`src/rtl/tx_data_field_sequencer_pkg.sv`:
```
// Shared types and constants for the 802.11a TX DATA field sequencer.
//   RATE code -> N_DBPS lookup, FSM state encoding, default scrambler seed,
//   counter widths and fixed field lengths.
package tx_data_field_sequencer_pkg;

    localparam int unsigned CNT_W        = 16;
    localparam int unsigned NSYM_W       = 11;
    localparam int unsigned LEN_W        = 12;
    localparam int unsigned RATE_W       = 4;
    localparam int unsigned DBPS_W       = 8;
    localparam int unsigned SEED_W       = 7;
    localparam int unsigned SERVICE_BITS = 16;
    localparam int unsigned TAIL_BITS    = 6;

    localparam logic [SEED_W-1:0] SEED_DEFAULT = 7'b1011101;

    typedef enum logic [2:0] {
        S_IDLE    = 3'd0,
        S_CALC    = 3'd1,
        S_LOAD    = 3'd2,
        S_SERVICE = 3'd3,
        S_PSDU    = 3'd4,
        S_TAIL    = 3'd5,
        S_PAD     = 3'd6,
        S_DONE    = 3'd7
    } state_e;

    // Data bits per OFDM symbol; zero marks an invalid RATE code.
    function automatic logic [DBPS_W-1:0] ndbps_lut(input logic [RATE_W-1:0] rate);
        case (rate)
            4'b1101: return 8'd24;
            4'b1111: return 8'd36;
            4'b0101: return 8'd48;
            4'b0111: return 8'd72;
            4'b1001: return 8'd96;
            4'b1011: return 8'd144;
            4'b0001: return 8'd192;
            4'b0011: return 8'd216;
            default: return 8'd0;
        endcase
    endfunction

endpackage

```
`src/rtl/tx_data_field_sequencer_if.sv`:
```
// Bus between the PSDU source / TX scrambler / downstream encoder and the
// DATA field sequencer.
//   master : environment side (drives start/rate/length/data/ready/scrambler out)
//   slave  : sequencer side
interface tx_data_field_sequencer_if;
    import tx_data_field_sequencer_pkg::*;

    logic                iStart;
    logic [RATE_W-1:0]   iRate;
    logic [LEN_W-1:0]    iLength;
    logic                iData;
    logic                iReady;
    logic                iSCMB_Out;
    logic                oDataReq;
    logic                oSCMB_Load;
    logic [SEED_W-1:0]   oSCMB_Seed;
    logic                oSCMB_SEN;
    logic                oSCMB_In;
    logic                oData;
    logic                oValid;
    logic [NSYM_W-1:0]   oNSym;
    logic                oBusy;
    logic                oDone;
    logic                oErr;

    modport master (
        output iStart, iRate, iLength, iData, iReady, iSCMB_Out,
        input  oDataReq, oSCMB_Load, oSCMB_Seed, oSCMB_SEN, oSCMB_In,
               oData, oValid, oNSym, oBusy, oDone, oErr
    );

    modport slave (
        input  iStart, iRate, iLength, iData, iReady, iSCMB_Out,
        output oDataReq, oSCMB_Load, oSCMB_Seed, oSCMB_SEN, oSCMB_In,
               oData, oValid, oNSym, oBusy, oDone, oErr
    );

endinterface

```
`src/rtl/tx_data_field_sequencer_calc.sv`:
```
// Iterative N_SYM / pad computation without a divider.
//   clk, rst       : clock, async active-high reset
//   start          : one-cycle pulse, samples ndbps and length
//   ndbps, length  : data bits per symbol, PSDU octets
//   done           : one-cycle pulse, nsym/pad valid from this cycle on
//   nsym, pad      : symbol count and pad bits for the frame
module tx_data_field_sequencer_calc
    import tx_data_field_sequencer_pkg::*;
(
    input  logic              clk,
    input  logic              rst,
    input  logic              start,
    input  logic [DBPS_W-1:0] ndbps,
    input  logic [LEN_W-1:0]  length,
    output logic              done,
    output logic [NSYM_W-1:0] nsym,
    output logic [CNT_W-1:0]  pad
);

    logic              busy_q,  busy_d;
    logic              done_q,  done_d;
    logic [DBPS_W-1:0] dbps_q,  dbps_d;
    logic [CNT_W-1:0]  acc_q,   acc_d;
    logic [CNT_W-1:0]  nbits_q, nbits_d;
    logic [CNT_W-1:0]  pad_q,   pad_d;
    logic [NSYM_W-1:0] nsym_q,  nsym_d;

    always_ff @(posedge clk or posedge rst) begin
        if (rst) begin
            busy_q  <= 1'b0;
            done_q  <= 1'b0;
            dbps_q  <= '0;
            acc_q   <= '0;
            nbits_q <= '0;
            pad_q   <= '0;
            nsym_q  <= '0;
        end else begin
            busy_q  <= busy_d;
            done_q  <= done_d;
            dbps_q  <= dbps_d;
            acc_q   <= acc_d;
            nbits_q <= nbits_d;
            pad_q   <= pad_d;
            nsym_q  <= nsym_d;
        end
    end

    // First symbol is counted at start; one more symbol per cycle until the
    // accumulated capacity covers SERVICE + PSDU + tail.
    always_comb begin
        busy_d  = busy_q;
        done_d  = 1'b0;
        dbps_d  = dbps_q;
        acc_d   = acc_q;
        nbits_d = nbits_q;
        pad_d   = pad_q;
        nsym_d  = nsym_q;
        if (start) begin
            busy_d  = 1'b1;
            dbps_d  = ndbps;
            acc_d   = CNT_W'(ndbps);
            nsym_d  = NSYM_W'(1);
            nbits_d = CNT_W'(SERVICE_BITS + TAIL_BITS) + CNT_W'({length, 3'b000});
        end else if (busy_q) begin
            if (acc_q >= nbits_q) begin
                busy_d = 1'b0;
                done_d = 1'b1;
                pad_d  = acc_q - nbits_q;
            end else begin
                acc_d  = acc_q + CNT_W'(dbps_q);
                nsym_d = nsym_q + NSYM_W'(1);
            end
        end
    end

    assign done = done_q;
    assign nsym = nsym_q;
    assign pad  = pad_q;

endmodule

```
`src/rtl/tx_data_field_sequencer.sv`:
```
// 802.11a TX DATA field sequencer: SERVICE, PSDU, tail, pad, feeding the
// external scrambler and forcing the scrambled tail to zero.
//   iClk, iRst : clock, async active-high reset
//   bus        : start/rate/length, PSDU bit source, scrambler hookup,
//                sequenced output with valid/ready, status (nsym/busy/done/err)
module tx_data_field_sequencer
    import tx_data_field_sequencer_pkg::*;
#(
    parameter logic [SEED_W-1:0] SEED = SEED_DEFAULT
) (
    input  logic                      iClk,
    input  logic                      iRst,
    tx_data_field_sequencer_if.slave  bus
);

    state_e            state_q, state_d;
    logic [CNT_W-1:0]  cnt_q, cnt_d;
    logic [CNT_W-1:0]  pad_q, pad_d;
    logic [CNT_W-1:0]  psdu_bits_q, psdu_bits_d;
    logic [NSYM_W-1:0] nsym_q, nsym_d;
    logic              err_q, err_d;

    logic              calc_start_c;
    logic              calc_done;
    logic [NSYM_W-1:0] calc_nsym;
    logic [CNT_W-1:0]  calc_pad;
    logic [DBPS_W-1:0] start_dbps_c;
    logic [CNT_W-1:0]  field_last_c;
    state_e            field_next_c;
    logic              valid_c;
    logic              xfer_c;

    tx_data_field_sequencer_calc u_calc (
        .clk    (iClk),
        .rst    (iRst),
        .start  (calc_start_c),
        .ndbps  (start_dbps_c),
        .length (bus.iLength),
        .done   (calc_done),
        .nsym   (calc_nsym),
        .pad    (calc_pad)
    );

    always_ff @(posedge iClk or posedge iRst) begin
        if (iRst) begin
            state_q     <= S_IDLE;
            cnt_q       <= '0;
            pad_q       <= '0;
            psdu_bits_q <= '0;
            nsym_q      <= '0;
            err_q       <= 1'b0;
        end else begin
            state_q     <= state_d;
            cnt_q       <= cnt_d;
            pad_q       <= pad_d;
            psdu_bits_q <= psdu_bits_d;
            nsym_q      <= nsym_d;
            err_q       <= err_d;
        end
    end

    assign valid_c = (state_q == S_SERVICE) || (state_q == S_PSDU) ||
                     (state_q == S_TAIL)    || (state_q == S_PAD);
    assign xfer_c  = valid_c & bus.iReady;

    // Next-state and field counter; fields are only entered with a nonzero length.
    always_comb begin
        state_d      = state_q;
        cnt_d        = cnt_q;
        pad_d        = pad_q;
        psdu_bits_d  = psdu_bits_q;
        nsym_d       = nsym_q;
        err_d        = 1'b0;
        calc_start_c = 1'b0;
        field_last_c = '0;
        field_next_c = S_DONE;
        start_dbps_c = ndbps_lut(bus.iRate);

        case (state_q)
            S_IDLE: begin
                if (bus.iStart) begin
                    if (start_dbps_c != '0) begin
                        calc_start_c = 1'b1;
                        psdu_bits_d  = CNT_W'({bus.iLength, 3'b000});
                        state_d      = S_CALC;
                    end else begin
                        err_d = 1'b1;
                    end
                end
            end
            S_CALC: begin
                if (calc_done) begin
                    nsym_d  = calc_nsym;
                    pad_d   = calc_pad;
                    state_d = S_LOAD;
                end
            end
            S_LOAD: begin
                cnt_d   = '0;
                state_d = S_SERVICE;
            end
            S_SERVICE: begin
                field_last_c = CNT_W'(SERVICE_BITS - 1);
                field_next_c = (psdu_bits_q == '0) ? S_TAIL : S_PSDU;
            end
            S_PSDU: begin
                field_last_c = psdu_bits_q - CNT_W'(1);
                field_next_c = S_TAIL;
            end
            S_TAIL: begin
                field_last_c = CNT_W'(TAIL_BITS - 1);
                field_next_c = (pad_q == '0) ? S_DONE : S_PAD;
            end
            S_PAD: begin
                field_last_c = pad_q - CNT_W'(1);
                field_next_c = S_DONE;
            end
            S_DONE: begin
                state_d = S_IDLE;
            end
            default: begin
                state_d = S_IDLE;
            end
        endcase

        if (xfer_c) begin
            if (cnt_q == field_last_c) begin
                cnt_d   = '0;
                state_d = field_next_c;
            end else begin
                cnt_d = cnt_q + CNT_W'(1);
            end
        end
    end

    // Scrambler still shifts through the tail; only the emitted bit is zeroed.
    assign bus.oValid     = valid_c;
    assign bus.oSCMB_SEN  = xfer_c;
    assign bus.oDataReq   = (state_q == S_PSDU);
    assign bus.oSCMB_In   = (state_q == S_PSDU) & bus.iData;
    assign bus.oData      = valid_c & (state_q != S_TAIL) & bus.iSCMB_Out;
    assign bus.oSCMB_Load = (state_q == S_LOAD);
    assign bus.oSCMB_Seed = SEED;
    assign bus.oNSym      = nsym_q;
    assign bus.oBusy      = (state_q != S_IDLE) && (state_q != S_DONE);
    assign bus.oDone      = (state_q == S_DONE);
    assign bus.oErr       = err_q;

endmodule

```
`src/flat_wrapper.sv`:
```
// flat-port wrapper written by rule: the top's interface ports become plain ports
module tx_data_field_sequencer_flat import tx_data_field_sequencer_pkg::*;
#(
    parameter logic [SEED_W-1:0] SEED = SEED_DEFAULT
)
  (iClk, iRst, bus_iStart, bus_iRate, bus_iLength, bus_iData, bus_iReady, bus_iSCMB_Out, bus_oDataReq, bus_oSCMB_Load, bus_oSCMB_Seed, bus_oSCMB_SEN, bus_oSCMB_In, bus_oData, bus_oValid, bus_oNSym, bus_oBusy, bus_oDone, bus_oErr);
  tx_data_field_sequencer_if bus_i ();
  input  logic iClk;
  input  logic iRst;
  input wire logic [$bits(bus_i.iStart)-1:0] bus_iStart;
  input wire logic [$bits(bus_i.iRate)-1:0] bus_iRate;
  input wire logic [$bits(bus_i.iLength)-1:0] bus_iLength;
  input wire logic [$bits(bus_i.iData)-1:0] bus_iData;
  input wire logic [$bits(bus_i.iReady)-1:0] bus_iReady;
  input wire logic [$bits(bus_i.iSCMB_Out)-1:0] bus_iSCMB_Out;
  output wire logic [$bits(bus_i.oDataReq)-1:0] bus_oDataReq;
  output wire logic [$bits(bus_i.oSCMB_Load)-1:0] bus_oSCMB_Load;
  output wire logic [$bits(bus_i.oSCMB_Seed)-1:0] bus_oSCMB_Seed;
  output wire logic [$bits(bus_i.oSCMB_SEN)-1:0] bus_oSCMB_SEN;
  output wire logic [$bits(bus_i.oSCMB_In)-1:0] bus_oSCMB_In;
  output wire logic [$bits(bus_i.oData)-1:0] bus_oData;
  output wire logic [$bits(bus_i.oValid)-1:0] bus_oValid;
  output wire logic [$bits(bus_i.oNSym)-1:0] bus_oNSym;
  output wire logic [$bits(bus_i.oBusy)-1:0] bus_oBusy;
  output wire logic [$bits(bus_i.oDone)-1:0] bus_oDone;
  output wire logic [$bits(bus_i.oErr)-1:0] bus_oErr;
  assign bus_i.iStart = bus_iStart;
  assign bus_i.iRate = bus_iRate;
  assign bus_i.iLength = bus_iLength;
  assign bus_i.iData = bus_iData;
  assign bus_i.iReady = bus_iReady;
  assign bus_i.iSCMB_Out = bus_iSCMB_Out;
  assign bus_oDataReq = bus_i.oDataReq;
  assign bus_oSCMB_Load = bus_i.oSCMB_Load;
  assign bus_oSCMB_Seed = bus_i.oSCMB_Seed;
  assign bus_oSCMB_SEN = bus_i.oSCMB_SEN;
  assign bus_oSCMB_In = bus_i.oSCMB_In;
  assign bus_oData = bus_i.oData;
  assign bus_oValid = bus_i.oValid;
  assign bus_oNSym = bus_i.oNSym;
  assign bus_oBusy = bus_i.oBusy;
  assign bus_oDone = bus_i.oDone;
  assign bus_oErr = bus_i.oErr;
  tx_data_field_sequencer #(.SEED(SEED)) u_core (.iClk(iClk), .iRst(iRst), .bus(bus_i));
endmodule
```
`config.mk`:
```
export PLATFORM = sky130hd
export DESIGN_NAME = tx_data_field_sequencer_flat
export DESIGN_NICKNAME = d
export VERILOG_FILES = /design/src/rtl/tx_data_field_sequencer_pkg.sv /design/src/rtl/tx_data_field_sequencer_if.sv /design/src/rtl/tx_data_field_sequencer_calc.sv /design/src/rtl/tx_data_field_sequencer.sv /design/src/flat_wrapper.sv
export SDC_FILE = /design/constraint.sdc
export NUM_CORES = 1
export LEC_CHECK = 0
export ABC_AREA = 1
export CAP_MARGIN = 15
export CORE_ASPECT_RATIO = 1.4
export CORE_MARGIN = 5
export CORE_UTILIZATION = 55
export DETAILED_ROUTE_END_ITERATION = 8
export PLACE_DENSITY = 0.71
export SYNTH_ARGS = -nofsm -noshare
export SYNTH_HDL_FRONTEND = slang
export SYNTH_HIERARCHICAL = 1
export SYNTH_SLANG_ARGS = --single-unit
export TNS_END_PERCENT = 1
```
`constraint.sdc`:
```
create_clock -name iClk -period 3.9 [get_ports iClk]
set_clock_uncertainty 0.2 [all_clocks]
set_input_delay 0.78 -clock iClk [delete_from_list [all_inputs] [get_ports iClk]]
set_output_delay 0.78 -clock iClk [all_outputs]
set_load 0.01 [all_outputs]
```
==> run summary <==
The mean area per synthesized cell is 7.00 um^2. The buffer cell driving the clock tree root is sky130_fd_sc_hd__clkbuf_16. The antenna diode count came out at 0. The maximum buffer depth of the clock tree is 2. For this run, the total global-route usage over all layers was measured as 0.237.

The depth of the worst register-to-register path came out at 11. In the final timing run, aggregate negative setup slack is 0 ns. In this run the standard cell core region covers 15,100 um^2. The effective utilization at floorplan is 0.561. The library cell used most frequently in the layout, excluding fill and tap cells, is sky130_fd_sc_hd__nand2_1. The library cells used most frequently in the layout, excluding fill and tap cells, are sky130_fd_sc_hd__nand2_1 (386), sky130_fd_sc_hd__inv_1 (152), sky130_fd_sc_hd__nand3_1 (128). The initial DRC count came out at ~480. The number of post-CTS setup repair buffers came out at 0. TritonCTS built the clock tree.

The largest stage delay on the critical path is about 0.60 ns. The tightest min-delay check is of the flip-flop to flip-flop type. The number of antenna violations at the first check in global routing was 0. The most numerous cell type found on the critical path is sky130_fd_sc_hd__nand2_1. For the worst setup path, the data arrival time is approximately 2.6 ns. The summed instance area of the synthesized netlist came out at 8480 um^2.

The final cycle utilization of the critical path came out at 0.920. The final-report hold violation count is 0. The number of rows created at floorplan is 53. The residual overflow from global routing came out at 0. The via count of the first global-routing pass was 7,416. Setup violations remaining at the end of the flow were counted as 0. The TritonCTS buffer count is 17. Setup repair after global routing left no endpoint under its margin.

The final routed wire length divided by cell count came out at 14.0 um. The max-cap check violation count came out at 0. The die width came out at between 100 and 150 um. The largest net degree at the start of global routing is 54.

The critical register-to-register path startpoint is u_core/state_q[2]$_DFF_PP0_. In this run the critical register-to-register path is captured at u_core/cnt_q[12]$_DFFE_PP0P_. The final estimated routing congestion in global placement is around 0.96. The number of buffers added to fix hold violations after cts came out at 0. The length of the first detailed-routing pass in iterations is 5. The count of flip-flops with a built-in enable after synthesis came out at 0. The critical path starts at u_core/state_q[2]$_DFF_PP0_.

The first global-routing pass estimated roughly 34,000 um of wire. The max-slew headroom at the worst pin came out at 0.484. The routed wire length is slightly above 20,000 um. Of the synthesized area, sequential elements account for 0.372. The share of flip-flops with an asynchronous set or reset is 1.00. Detailed placement ended at an HPWL of between 15,000 and 20,000 um. The slowest stage of the critical path is the sky130_fd_sc_hd__dfrtp_1 cell. After detailed routing, the number of remaining DRC violations is 0. The count of state elements after synthesis is roughly 130.

After layout, the design draws a total of 7.58 mW. The maximum resistive drop on vdd is approximately 430 uV. The signal on the critical path passes through nand2_2, nor2_4, inv_2, nand2_1, nand2_1, inv_1, clkdlybuf4s50_1. The total of cells resized after clock tree synthesis came out at 0. For this design the top-level I/O count stands at between 40 and 50. The static power due to leakage came out at 5.09 nW. For this run, the leading register cell type out of synthesis is sky130_fd_sc_hd__dfrtp_1. The critical path class is flip-flop to output port.

The number of levels in the clock H-tree came out at 4. The slew at the pin with the worst max-slew slack came out at approximately 0.77 ns. The layout cell share with drive strength beyond 1 is 0.0976. The number of warnings issued by yosys came out at 6.

The total vias in the final route came out at 7,644. From synthesis to final layout, the design area changed by 14.3%. The max-slew violation count is 0. Along the worst path, the maximum fanout reaches 15. Synthesis handed over a netlist of between 1k and 1.5k instances.

The final-stage net count came out at ~1.3k. For the worst-skew pair, the clock arrives at the later sink with an insertion delay of a little over 0.4 ns. The flow ran to the end, and the final reports show no timing, DRC or antenna violations. The die is approximately 160 um tall.

The worst setup path is launched from a flip-flop. The shortest period the worst path allows came out at 3.59 ns. The clock transition at the registers of the reported paths came out at roughly 0.050 ns. The data required time of the critical path came out at between 2 and 3 ns.

STA classifies the critical path endpoint as an output port. The routed via count divided by cell count came out at 5.23. The detail route stage leaves a number of antenna-violating nets equal to 0. The die covers about 18,000 um^2. The worst setup path endpoint is bus_oSCMB_SEN. The achievable clock frequency is approximately 280 MHz. The distinct cell type count of the synthesized netlist is 47. The reg2reg setup slack is between 1 and 1.5 ns.

The clock drives roughly 130 sinks. The power density normalized to cell area came out at 782 nW/um^2. The count of buffers added on input and output ports is ~40.
## critical path: cells and delay by family, from the launching register on
| kind | cells | cell delay (ns) |
|---|---|---|
| flops | 1 | 0.60 |
| buf+inv | 3 | 0.77 |
| simple gates | 4 | 0.85 |
## cells by family after synthesis
group | Yosys count | share of synthesized area
AND/OR/NAND/NOR | 699 | 0.365
buffers and inverters | 194 | 0.0950
AO/OA/AOI/OAI | 127 | 0.0821
flip-flops | 126 | 0.372
adder cells (fa/ha/maj) | 30 | 0.0460
XOR/XNOR | 21 | 0.0217
multiplexers | 13 | 0.0173
other | 2 | 0.000885
## routing by layer
| metal | part of all wire | routed length, um | vias up | global-route usage |
|---|---|---|---|---|
| met4 | 0.044 | 906 | 0 | 0.124 |
| met1 | 0.40 | 8230 | 3490 | 0.259 |
| li1 | - | - | 3962 | - |
| met3 | 0.026 | 541 | 45 | 0.0392 |
| met2 | 0.53 | 10900 | 147 | 0.432 |
| met5 | 0 | 0 | - | 0 |
## worst min-delay path by stage
stage | startpoint | to | slack, ns | cells after the start
after floorplan | u_core/u_calc/pad[2]$_DFFE_PP0P_ | u_core/u_calc/pad[2]$_DFFE_PP0P_ | 0.24 | 2
after global placement | u_core/u_calc/dbps_q[2]$_DFFE_PP0P_ | u_core/u_calc/dbps_q[2]$_DFFE_PP0P_ | 0.27 | 2
after detailed placement | u_core/u_calc/dbps_q[2]$_DFFE_PP0P_ | u_core/u_calc/dbps_q[2]$_DFFE_PP0P_ | 0.27 | 2
after CTS | u_core/u_calc/dbps_q[2]$_DFFE_PP0P_ | u_core/u_calc/dbps_q[2]$_DFFE_PP0P_ | 0.28 | 2
after global routing | u_core/u_calc/nbits_q[4]$_DFFE_PP0P_ | u_core/u_calc/nbits_q[4]$_DFFE_PP0P_ | 0.30 | 2
final | u_core/u_calc/dbps_q[2]$_DFFE_PP0P_ | u_core/u_calc/dbps_q[2]$_DFFE_PP0P_ | 0.28 | 2
## synth_stat cells, types with 5 or more instances
cell type / number / area (um^2)
sky130_fd_sc_hd__nor3_1: 11 / 55.1
sky130_fd_sc_hd__buf_6: 5 / 56.3
sky130_fd_sc_hd__nand2_2: 13 / 81.3
sky130_fd_sc_hd__o21ai_0: 57 / 285
sky130_fd_sc_hd__dfrtp_1: 126 / 3150
sky130_fd_sc_hd__ha_1: 28 / 350
sky130_fd_sc_hd__nand3_1: 128 / 641
sky130_fd_sc_hd__nand2_1: 386 / 1450
sky130_fd_sc_hd__o21ai_2: 6 / 52.6
sky130_fd_sc_hd__or2_2: 7 / 43.8
sky130_fd_sc_hd__o22ai_1: 6 / 37.5
sky130_fd_sc_hd__nand3_2: 15 / 150
sky130_fd_sc_hd__nand4_1: 11 / 68.8
sky130_fd_sc_hd__inv_2: 6 / 22.5
sky130_fd_sc_hd__buf_4: 9 / 67.6
sky130_fd_sc_hd__nor2_1: 101 / 379
sky130_fd_sc_hd__inv_1: 154 / 578
sky130_fd_sc_hd__xor2_1: 14 / 123
sky130_fd_sc_hd__clkbuf_1: 11 / 41.3
sky130_fd_sc_hd__mux2_2: 13 / 146
sky130_fd_sc_hd__xnor2_1: 7 / 61.3
sky130_fd_sc_hd__nor2_2: 7 / 43.8
sky130_fd_sc_hd__a21oi_1: 45 / 225
sky130_fd_sc_hd__buf_2: 5 / 25.0
## sequential cells by signal (all words and copies together), names as in the netlist, 3 cells and up
register / count
u_core/u_calc/nsym: 11
u_core/state_q: 3
u_core/psdu_bits_q: 12
u_core/u_calc/pad: 16
u_core/u_calc/acc_q: 16
u_core/bus.oNSym: 11
u_core/u_calc/nbits_q: 14
u_core/pad_q: 16
u_core/u_calc/dbps_q: 8
u_core/cnt_q: 16
## per-stage QoR
stage	instances	instance area, um^2	util	hold WS, ns	worst slack (ns)
global route	1462	9700	0.641	0.300	0.110
finish	1462	9700	0.641	0.280	0.313
detailed placement	1430	9060	0.600	0.269	0.731
CTS	1462	9700	0.641	0.283	0.286
floorplan	1219	8510	-	0.245	1.24
global placement	1430	9060	0.600	0.266	0.786
## cell type report
class                   count  area, um^2
fillers                  1366        5420
multi-input cells         899        4560
clock buffers              19         443
well taps                 192         240
clock inverters            13         189
flip-flops and latches    126        3150
repair buffers             53         513
inverters                 160         601
## power by group
| group | switching (mW) | internal, mW |
|---|---|---|
| combinational | 2.40 | 1.34 |
| sequential | 0.408 | 1.77 |
| clock | 0.576 | 1.09 |
| total | 3.39 | 4.19 |
(Power assumes the default switching activity.)
